$ cat src/rtl/spi_led_pkg.sv
// Shared types and framing constants for the SPI LED frame path.
package spi_led_pkg;

  typedef enum logic [2:0] {
    ST_IDLE = 3'd0,
    ST_SYNC = 3'd1,
    ST_DATA = 3'd2,
    ST_CSUM = 3'd3,
    ST_STOP = 3'd4
  } state_t;

  localparam logic [7:0] SOF0 = 8'h55;
  localparam logic [7:0] SOF1 = 8'h5B;
  localparam logic [7:0] EOF  = 8'hAA;

endpackage

$ cat src/rtl/frame_timeout_counter.sv
// Inter-byte watchdog: counts while enabled, clears on demand and flags the
// terminal count TIMEOUT_CYCLES-1.
module frame_timeout_counter #(
  parameter int TIMEOUT_CYCLES = 500000
) (
  input  logic clk,
  input  logic rst_n,
  input  logic clr,
  input  logic en,
  output logic tc
);

  localparam int CNT_W = $clog2(TIMEOUT_CYCLES + 1);
  localparam logic [CNT_W-1:0] TERM = CNT_W'(TIMEOUT_CYCLES - 1);

  logic [CNT_W-1:0] count;

  always_ff @(posedge clk) begin
    if (!rst_n) begin
      count <= '0;
    end else if (clr) begin
      count <= '0;
    end else if (en && count != TERM) begin
      count <= count + 1'b1;
    end
  end

  assign tc = en && (count == TERM);

endmodule

$ cat src/rtl/spi_frame_parser.sv
// Frame parser: SOF 55 5B, LEDS*3 payload bytes, stop byte AA, then swap and a
// delayed start pulse. Optional XOR checksum byte enabled by SPI_FRAME_CHECKSUM_EN.
module spi_frame_parser
  import spi_led_pkg::*;
#(
  parameter int LEDS           = 30,
  parameter int ADDR_WIDTH     = $clog2(LEDS * 3),
  parameter int TIMEOUT_CYCLES = 500000,
  parameter int START_DELAY    = 2
) (
  input  logic                  i_clk50m,
  input  logic                  i_rst_n,
  input  logic [7:0]            i_rx_data,
  input  logic                  i_data_valid,
  input  logic                  i_cs,
  output logic                  o_wr_en,
  output logic [ADDR_WIDTH-1:0] o_wr_addr,
  output logic [7:0]            o_wr_data,
  output logic                  o_swap,
  output logic                  o_start,
  output logic                  o_frame_err,
  output logic [7:0]            o_err_count,
  output logic [2:0]            o_state
);

  localparam logic [ADDR_WIDTH-1:0] LAST_IDX = ADDR_WIDTH'(LEDS * 3 - 1);
  localparam int DLY_W = $clog2(START_DELAY + 1);

  state_t                state, state_n;
  logic [ADDR_WIDTH-1:0] idx, idx_n;
  logic                  err_n, swap_n, wr_n;
  logic                  cs_meta, cs_sync, cs_sync_d;
  logic                  cs_rise, abort;
  logic                  tmo_clr, tmo_en, tmo_tc;
  logic [DLY_W-1:0]      dly_cnt;
`ifdef SPI_FRAME_CHECKSUM_EN
  logic [7:0]            csum, csum_n;
`endif

  // Chip select idles high, so the synchroniser resets high to avoid a false edge.
  always_ff @(posedge i_clk50m) begin
    if (!i_rst_n) begin
      cs_meta   <= 1'b1;
      cs_sync   <= 1'b1;
      cs_sync_d <= 1'b1;
    end else begin
      cs_meta   <= i_cs;
      cs_sync   <= cs_meta;
      cs_sync_d <= cs_sync;
    end
  end

  assign cs_rise = cs_sync & ~cs_sync_d;
  assign abort   = cs_rise && (state inside {ST_DATA, ST_CSUM, ST_STOP});
  assign tmo_clr = i_data_valid || (state == ST_IDLE);
  assign tmo_en  = (state != ST_IDLE);

  frame_timeout_counter #(
    .TIMEOUT_CYCLES(TIMEOUT_CYCLES)
  ) u_timeout (
    .clk  (i_clk50m),
    .rst_n(i_rst_n),
    .clr  (tmo_clr),
    .en   (tmo_en),
    .tc   (tmo_tc)
  );

  // Priority: abort drops any coincident byte; a received byte beats the timeout.
  always_comb begin
    state_n = state;
    idx_n   = idx;
    err_n   = 1'b0;
    swap_n  = 1'b0;
    wr_n    = 1'b0;
`ifdef SPI_FRAME_CHECKSUM_EN
    csum_n  = csum;
`endif
    if (abort) begin
      state_n = ST_IDLE;
      err_n   = 1'b1;
    end else if (i_data_valid) begin
      case (state)
        ST_IDLE: if (i_rx_data == SOF0) state_n = ST_SYNC;
        ST_SYNC: begin
          if (i_rx_data == SOF1) begin
            state_n = ST_DATA;
            idx_n   = '0;
`ifdef SPI_FRAME_CHECKSUM_EN
            csum_n  = '0;
`endif
          end else if (i_rx_data != SOF0) begin
            state_n = ST_IDLE;
          end
        end
        ST_DATA: begin
          wr_n = 1'b1;
`ifdef SPI_FRAME_CHECKSUM_EN
          csum_n = csum ^ i_rx_data;
          if (idx == LAST_IDX) state_n = ST_CSUM;
`else
          if (idx == LAST_IDX) state_n = ST_STOP;
`endif
          else idx_n = idx + 1'b1;
        end
`ifdef SPI_FRAME_CHECKSUM_EN
        ST_CSUM: begin
          if (i_rx_data == csum) begin
            state_n = ST_STOP;
          end else begin
            state_n = ST_IDLE;
            err_n   = 1'b1;
          end
        end
`endif
        ST_STOP: begin
          state_n = ST_IDLE;
          if (i_rx_data == EOF) swap_n = 1'b1;
          else err_n = 1'b1;
        end
        default: state_n = ST_IDLE;
      endcase
    end else if (tmo_tc) begin
      state_n = ST_IDLE;
      err_n   = (state != ST_SYNC);
    end
  end

  always_ff @(posedge i_clk50m) begin
    if (!i_rst_n) begin
      state       <= ST_IDLE;
      idx         <= '0;
      o_wr_en     <= 1'b0;
      o_wr_addr   <= '0;
      o_wr_data   <= '0;
      o_swap      <= 1'b0;
      o_start     <= 1'b0;
      o_frame_err <= 1'b0;
      o_err_count <= '0;
      dly_cnt     <= '0;
`ifdef SPI_FRAME_CHECKSUM_EN
      csum        <= '0;
`endif
    end else begin
      state       <= state_n;
      idx         <= idx_n;
      o_wr_en     <= wr_n;
      o_swap      <= swap_n;
      o_frame_err <= err_n;
`ifdef SPI_FRAME_CHECKSUM_EN
      csum        <= csum_n;
`endif
      if (wr_n) begin
        o_wr_addr <= idx;
        o_wr_data <= i_rx_data;
      end
      if (err_n && o_err_count != 8'hFF) o_err_count <= o_err_count + 1'b1;
      // A new swap reloads the delay, so overlapping swaps yield a single start.
      if (swap_n) dly_cnt <= DLY_W'(START_DELAY);
      else if (dly_cnt != '0) dly_cnt <= dly_cnt - 1'b1;
      o_start <= (dly_cnt == DLY_W'(1)) && !swap_n;
    end
  end

  assign o_state = state;

endmodule

$ cat config.mk
export PLATFORM = sky130hd
export DESIGN_NAME = spi_frame_parser
export DESIGN_NICKNAME = d
export VERILOG_FILES = /design/src/rtl/spi_led_pkg.sv /design/src/rtl/frame_timeout_counter.sv /design/src/rtl/spi_frame_parser.sv
export SDC_FILE = /design/constraint.sdc
export NUM_CORES = 1
export LEC_CHECK = 0
export ABC_AREA = 1
export CAP_MARGIN = 10
export CORE_ASPECT_RATIO = 0.5
export CORE_MARGIN = 3
export CORE_UTILIZATION = 30
export CTS_CLUSTER_DIAMETER = 100
export DETAILED_ROUTE_END_ITERATION = 16
export MAX_ROUTING_LAYER = met4
export SYNTH_ARGS = -nofsm -noshare
export SYNTH_HDL_FRONTEND = slang
export SYNTH_SLANG_ARGS = --single-unit
$ cat constraint.sdc
create_clock -name i_clk50m -period 1.55 [get_ports i_clk50m]
set_input_delay 0.2325 -clock i_clk50m [delete_from_list [all_inputs] [get_ports i_clk50m]]
set_output_delay 0.2325 -clock i_clk50m [all_outputs]
set_load 0.1 [all_outputs]
======== Word-level counts from Yosys, hierarchy flattened ========
Cells that the tools add are included.
cells by class
  add/sub/neg operators ................... 4
  equality and inequality tests ........... 19
  muxes and demuxes ....................... 24
  bitwise gates (word level) .............. 4
  reduce and logical (&&, ||, !) cells .... 19
operators with widths
  cell                                            number
  adder 19 x 1 -> 19 bit (second input constant)  1
  == test 19 bit (second input constant)          1
  != test 19 bit (second input constant)          1
  two-way mux 3 bit                               6
  == test 8 x 7 -> 1 bit (second input constant)  2
  two-way mux 7 bit                               2
  one-hot mux 7 bit (2 select lines)              1
  two-way mux 1 bit                               12
  one-hot mux 3 bit (3 select lines)              1
  adder 8 x 1 -> 8 bit (second input constant)    1
  == test 8 bit (second input constant)           1
  != test 8 x 7 -> 1 bit (second input constant)  1
  != test 8 bit (second input constant)           1
  nonzero test 2 bit                              4
  adder 7 x 1 -> 7 bit (second input constant)    1
  == test 7 bit (second input constant)           1
  == test 3 x 2 -> 1 bit (second input constant)  2
  != test 3 x 2 -> 1 bit (second input constant)  2
  nonzero test 3 bit                              2
  OR reduction 2 bit                              3
  logical AND 1 bit                               5
  AND reduction 5 bit                             1
  two-way mux 2 bit                               2
  != test 2 bit (second input constant)           2
  other kinds (12)                                14
storage, ports and cells
  flip-flop bits (word level) ............. 61
  bits of input ports ..................... 12

======== Longest topological paths before layout ========
  depth in word-level cells ............... 7
  mapped depth ............................ 13
  depth with buffers taken out ............ 13

======== Modules after synthesis ========
From an unflattened synthesis, not the netlist that was laid out.
second synthesis, totals
  cell total of the unflattened synthesis .. 505
  area total of the unflattened synthesis .. 3404.5 um^2
by module, submodules not included
  module                 instances  cells each  area an instance (um^2)  sequential area each (um^2)
  spi_frame_parser       1          310         2112.0                   840.8
  frame_timeout_counter  1          195         1292.5                   380.4

======== Worst setup path after synthesis ========
OpenSTA, ideal clock, no wires.
  path type ............................... reg-to-reg
  from .................................... register o_err_count[0]
  to ...................................... register o_err_count[5]
  setup time .............................. 0.119 ns
  arrival time ............................ 2.325 ns
  data required time ...................... 1.431 ns
  setup slack ............................. -0.895 ns
  cell stages (with the launch flop) ...... 13
  path buffers ............................ 0
  clock period less this slack ............ 2.445 ns
  path through ............................ dfxtp_1 -> ha_1 -> nand2_1 -> inv_2 -> nand2_1 -> nor2_1 -> nand2_1 -> nor2_1 -> inv_2 -> nand2_1 -> inv_1 -> a21oi_1 -> nor2_1
on the way
  longest elaborated chain between the ends .. 2
  elaborated cells on any way between the ends .. 3
  classes of those cells .................. add/sub: 1; eq/ne: 1; reduce/logical: 1
RTL lines
  what                                                                          line                     source
  from (decl)                                                                   spi_frame_parser.sv:22   output logic [7:0] o_err_count,
  from (signal assigned)                                                        spi_frame_parser.sv:156  if (err_n && o_err_count != 8'hFF) o_err_count <= o_err_count + 1'b1;
  parallel branches: the longest is 2 deep, another holds adder 8 x 1 -> 8 bit  -
Parallel ways; which one is timed is not known.
A chain may end at the register's enable or synchronous reset.

======== Final worst setup path ========
  from .................................... register u_timeout.count[1]
  to ...................................... register u_timeout.count[3]
on the way
  longest elaborated chain between the ends .. 2
  elaborated cells on any way between the ends .. 3
  classes of those cells .................. add/sub: 1; eq/ne: 1; reduce/logical: 1
RTL lines
  what                                                                            line                         source
  from (decl)                                                                     frame_timeout_counter.sv:16  logic [CNT_W-1:0] count;
  from (signal assigned)                                                          frame_timeout_counter.sv:24  count <= count + 1'b1;
  parallel branches: the longest is 2 deep, another holds adder 19 x 1 -> 19 bit  -
Parallel ways; which one is timed is not known.

==> reports/metrics.cfg <==
[final_layout]
n_antenna_cell = 0
final_nets = 602
syn_to_final_growth_pct = 62.8
layout-drive-gt1-share_pct = 38.2
regArea_mm2 = 0.00126
final_cell_mix = nand2_1 (112), buf_4 (63), nor2_1 (59)
stdcell_count = 726
fill_cells = 929
final_common_cell = nand2_1
multi_input_area_mm2 = 0.00197

[floorplanning]
core_mm2 = 0.00988
start_util_pct = 32.3
io_pins = 42
die-height_um = 79.0
row_count = 25
fp.dieW_um = 152
die-area_mm2 = 0.0120

[cts]
ctsHoldBuffers = 0
clk_latency_ns = 0.32
root_buffer = clkbuf_16
clockBufferDepth = 2
numCtsBuffers = 9
h-tree-depth = 3
clock_sinks = 61
clkSlewWorstSetupHoldPaths_ns = 0.05
cts_tree = built

[placement]
io_buffers = 41
place.gp.congestion = 0.917
dp_slack_ns = -0.279
dp_hpwl_mm = 6.30
dp.cells = 698

[synth]
syn_area_mm2 = 0.00319
yosys_warnings = 0
syn_area_per_cell_um2 = 6.77
synth_simple_gate_area_share_pct = 36.5
synth_xor_xnor_area_share_pct = 3.56
ys_seq_area_share_pct = 38.2
synthDistinctLibCells = 32
synth_compound_area_share_pct = 11.9
syn-num-nets = 488
ys_ff_latch = 61
synthAdderAreaFrac_pct = 1.57
syn_inst = 472
synth_top_family_by_area = simple AND/OR/NAND/NOR gates
synthMuxAreaShare_pct = 0

[route]
avgViaCountPerCell = 4.61
drtIter0Drc = 208
wirelength_mm = 9.10
dr_total_vias = 3348
drt-wirelength-per-cell_um = 12.5
drt_first_pass_iters = 4
drc = 0
ant_nets = 0

[timing]
slew_headroom_pct = 74.8
whs_ns = 0.302
fin_ws_ns = 0.0497
setup_viol = 0
fin_crit_ns = 1.50
finClkSkew_ns = 0.00535
fmax_mhz = 667
finalCritPeriodShare_pct = 96.8
rsz0062_at_grt = yes
hold_viol = 0
worstMarginPinSlew_ns = 0.375
drv_slew = 0

[setup_path]
end_kind = flip-flop
slowest_stage = dfxtp_2
required_ns = 1.80
critPathLaunchType = flip-flop
cp_top_family = simple AND/OR/NAND/NOR gates
slowest_delay_ns = 0.33
cp_max_fo = 10
crit_buf_inv = 2
cpMostUsedCell = nand2_8
worstPathCellList = ha_4 > inv_4 > nor2_8 > nand2_4 > nor2_4 > buf_6 > nand2_8 > nand2_8 > or2_2 > a21oi_2
worstSetupPathType = flip-flop to flip-flop
arrival_ns = 1.76

[grt]
track_usage_pct = 14.9
grt_pass1_wl_mm = 14.4
grt_start_max_net_pins = 27
grt_pass1_vias = 3117
antenna_found_initial = 0
gr-total-overflow = 0

[min_path]
min-delay-path-class = input pin to flip-flop

[power_and_ir_drop]
p_leak_nw = 2.08
power_density_mw_per_mm2 = 903
ir_drop_mv = 0.472

[run]
max_cap_violations = 0

[outcome]
outcome = finished, final reports clean

-- routing by layer --
metal	vias up	part of all wire, %	GRT usage (%)
met2	45	48	24.1
li1	1741	-	-
met1	1549	48	18.6
met3	13	2.7	3.86
met5	-	0	-
met4	0	1.3	4.93
-- kinds of logic (layout without fill, tap and decap cells) --
logic type / Yosys count / count (layout)
compound gates: 70 / 70
fa+ha+maj: 4 / 4
simple gates: 263 / 265
flops: 61 / 61
buf+inv: 61 / 178
xor+xnor: 13 / 13
-- repair_timing --
action	in CTS	in global routing
gates cloned	1	1
endpoints found under the hold margin	0	0
setup endpoints to repair	30	52
buffers inserted	0	10
pin swaps	4	25
gates resized for setup	10	65
-- power by group --
part	switching [mW]	internal (mW)	total, mW
registers	0.0545	1.62	1.67
clock network	0.691	1.28	1.97
logic	0.663	0.394	1.06
total	1.41	3.29	4.70
-- sequential cells by signal (all words and copies together), names as in the netlist --
signal and cells:
cs_meta 1, cs_sync 1, cs_sync_d 1, dly_cnt 2, idx 7, o_err_count 8, o_frame_err 1, o_start 1
o_state 3, o_swap 1, o_wr_addr 7, o_wr_data 8, o_wr_en 1, u_timeout.count 19
-- Yosys cell counts, drive strengths merged --
library cell | count | area [µm²]
nand2 | 132 | 526
a21oi | 43 | 245
xor2 | 9 | 78.8
nand4 | 6 | 37.5
dfxtp | 61 | 1220
and2 | 1 | 6.26
nand3 | 28 | 155
nand3b | 2 | 15.0
and3b | 1 | 8.76
ha | 4 | 50.1
inv | 50 | 188
xnor2 | 4 | 35.0
buf | 7 | 58.8
o21ai | 27 | 135
or2 | 3 | 18.8
nor2 | 77 | 325
clkbuf | 4 | 15.0
nor3 | 13 | 75.1
-- worst min-delay path: stages --
cell and delay, ns:
dlymetal6s2s_1 0.13, inv_1 0.07, buf_4 0.10, a21oi_1 0.05
-- stage by stage --
| stage | power [mW] | utilization (%) | instance area (µm²) | TNS, ns |
|---|---|---|---|---|
| after global placement | 2.63 | 46.1 | 4560 | -9.39 |
| after floorplan | 2.28 | - | 3260 | -0.851 |
| final | 4.70 | 52.6 | 5200 | 0 |
| after CTS | 4.65 | 49.6 | 4910 | 0 |
| after global routing | 4.89 | 52.6 | 5200 | -0.209 |
| after detailed placement | 2.63 | 46.1 | 4560 | -10.85 |
-- path summary, 6_finish.rpt --
check                                       start                              end  slack, ns  cells after the start
setup / recovery  u_timeout.count[1]$_SDFFE_PP0P_  u_timeout.count[3]$_SDFFE_PP0P_       0.05                     10
hold / removal                       i_rx_data[5]        o_wr_data[5]$_SDFFE_PN0P_       0.30                      4
setup reg to reg  u_timeout.count[1]$_SDFFE_PP0P_  u_timeout.count[3]$_SDFFE_PP0P_       0.05                     10
hold reg to reg                cs_meta$_SDFF_PN1_               cs_sync$_SDFF_PN1_       0.41                      1
-- final cells by class --
type | instances | area share, %
inverters | 50 | 3.71
multi-input cells | 352 | 37.9
flip-flops and latches | 61 | 24.2
repair buffers | 112 | 25.3
clock inverters | 5 | 0.962
well taps | 135 | 3.25
clock buffers | 11 | 4.67
No activity file was read; power rests on OpenSTA's default activity.
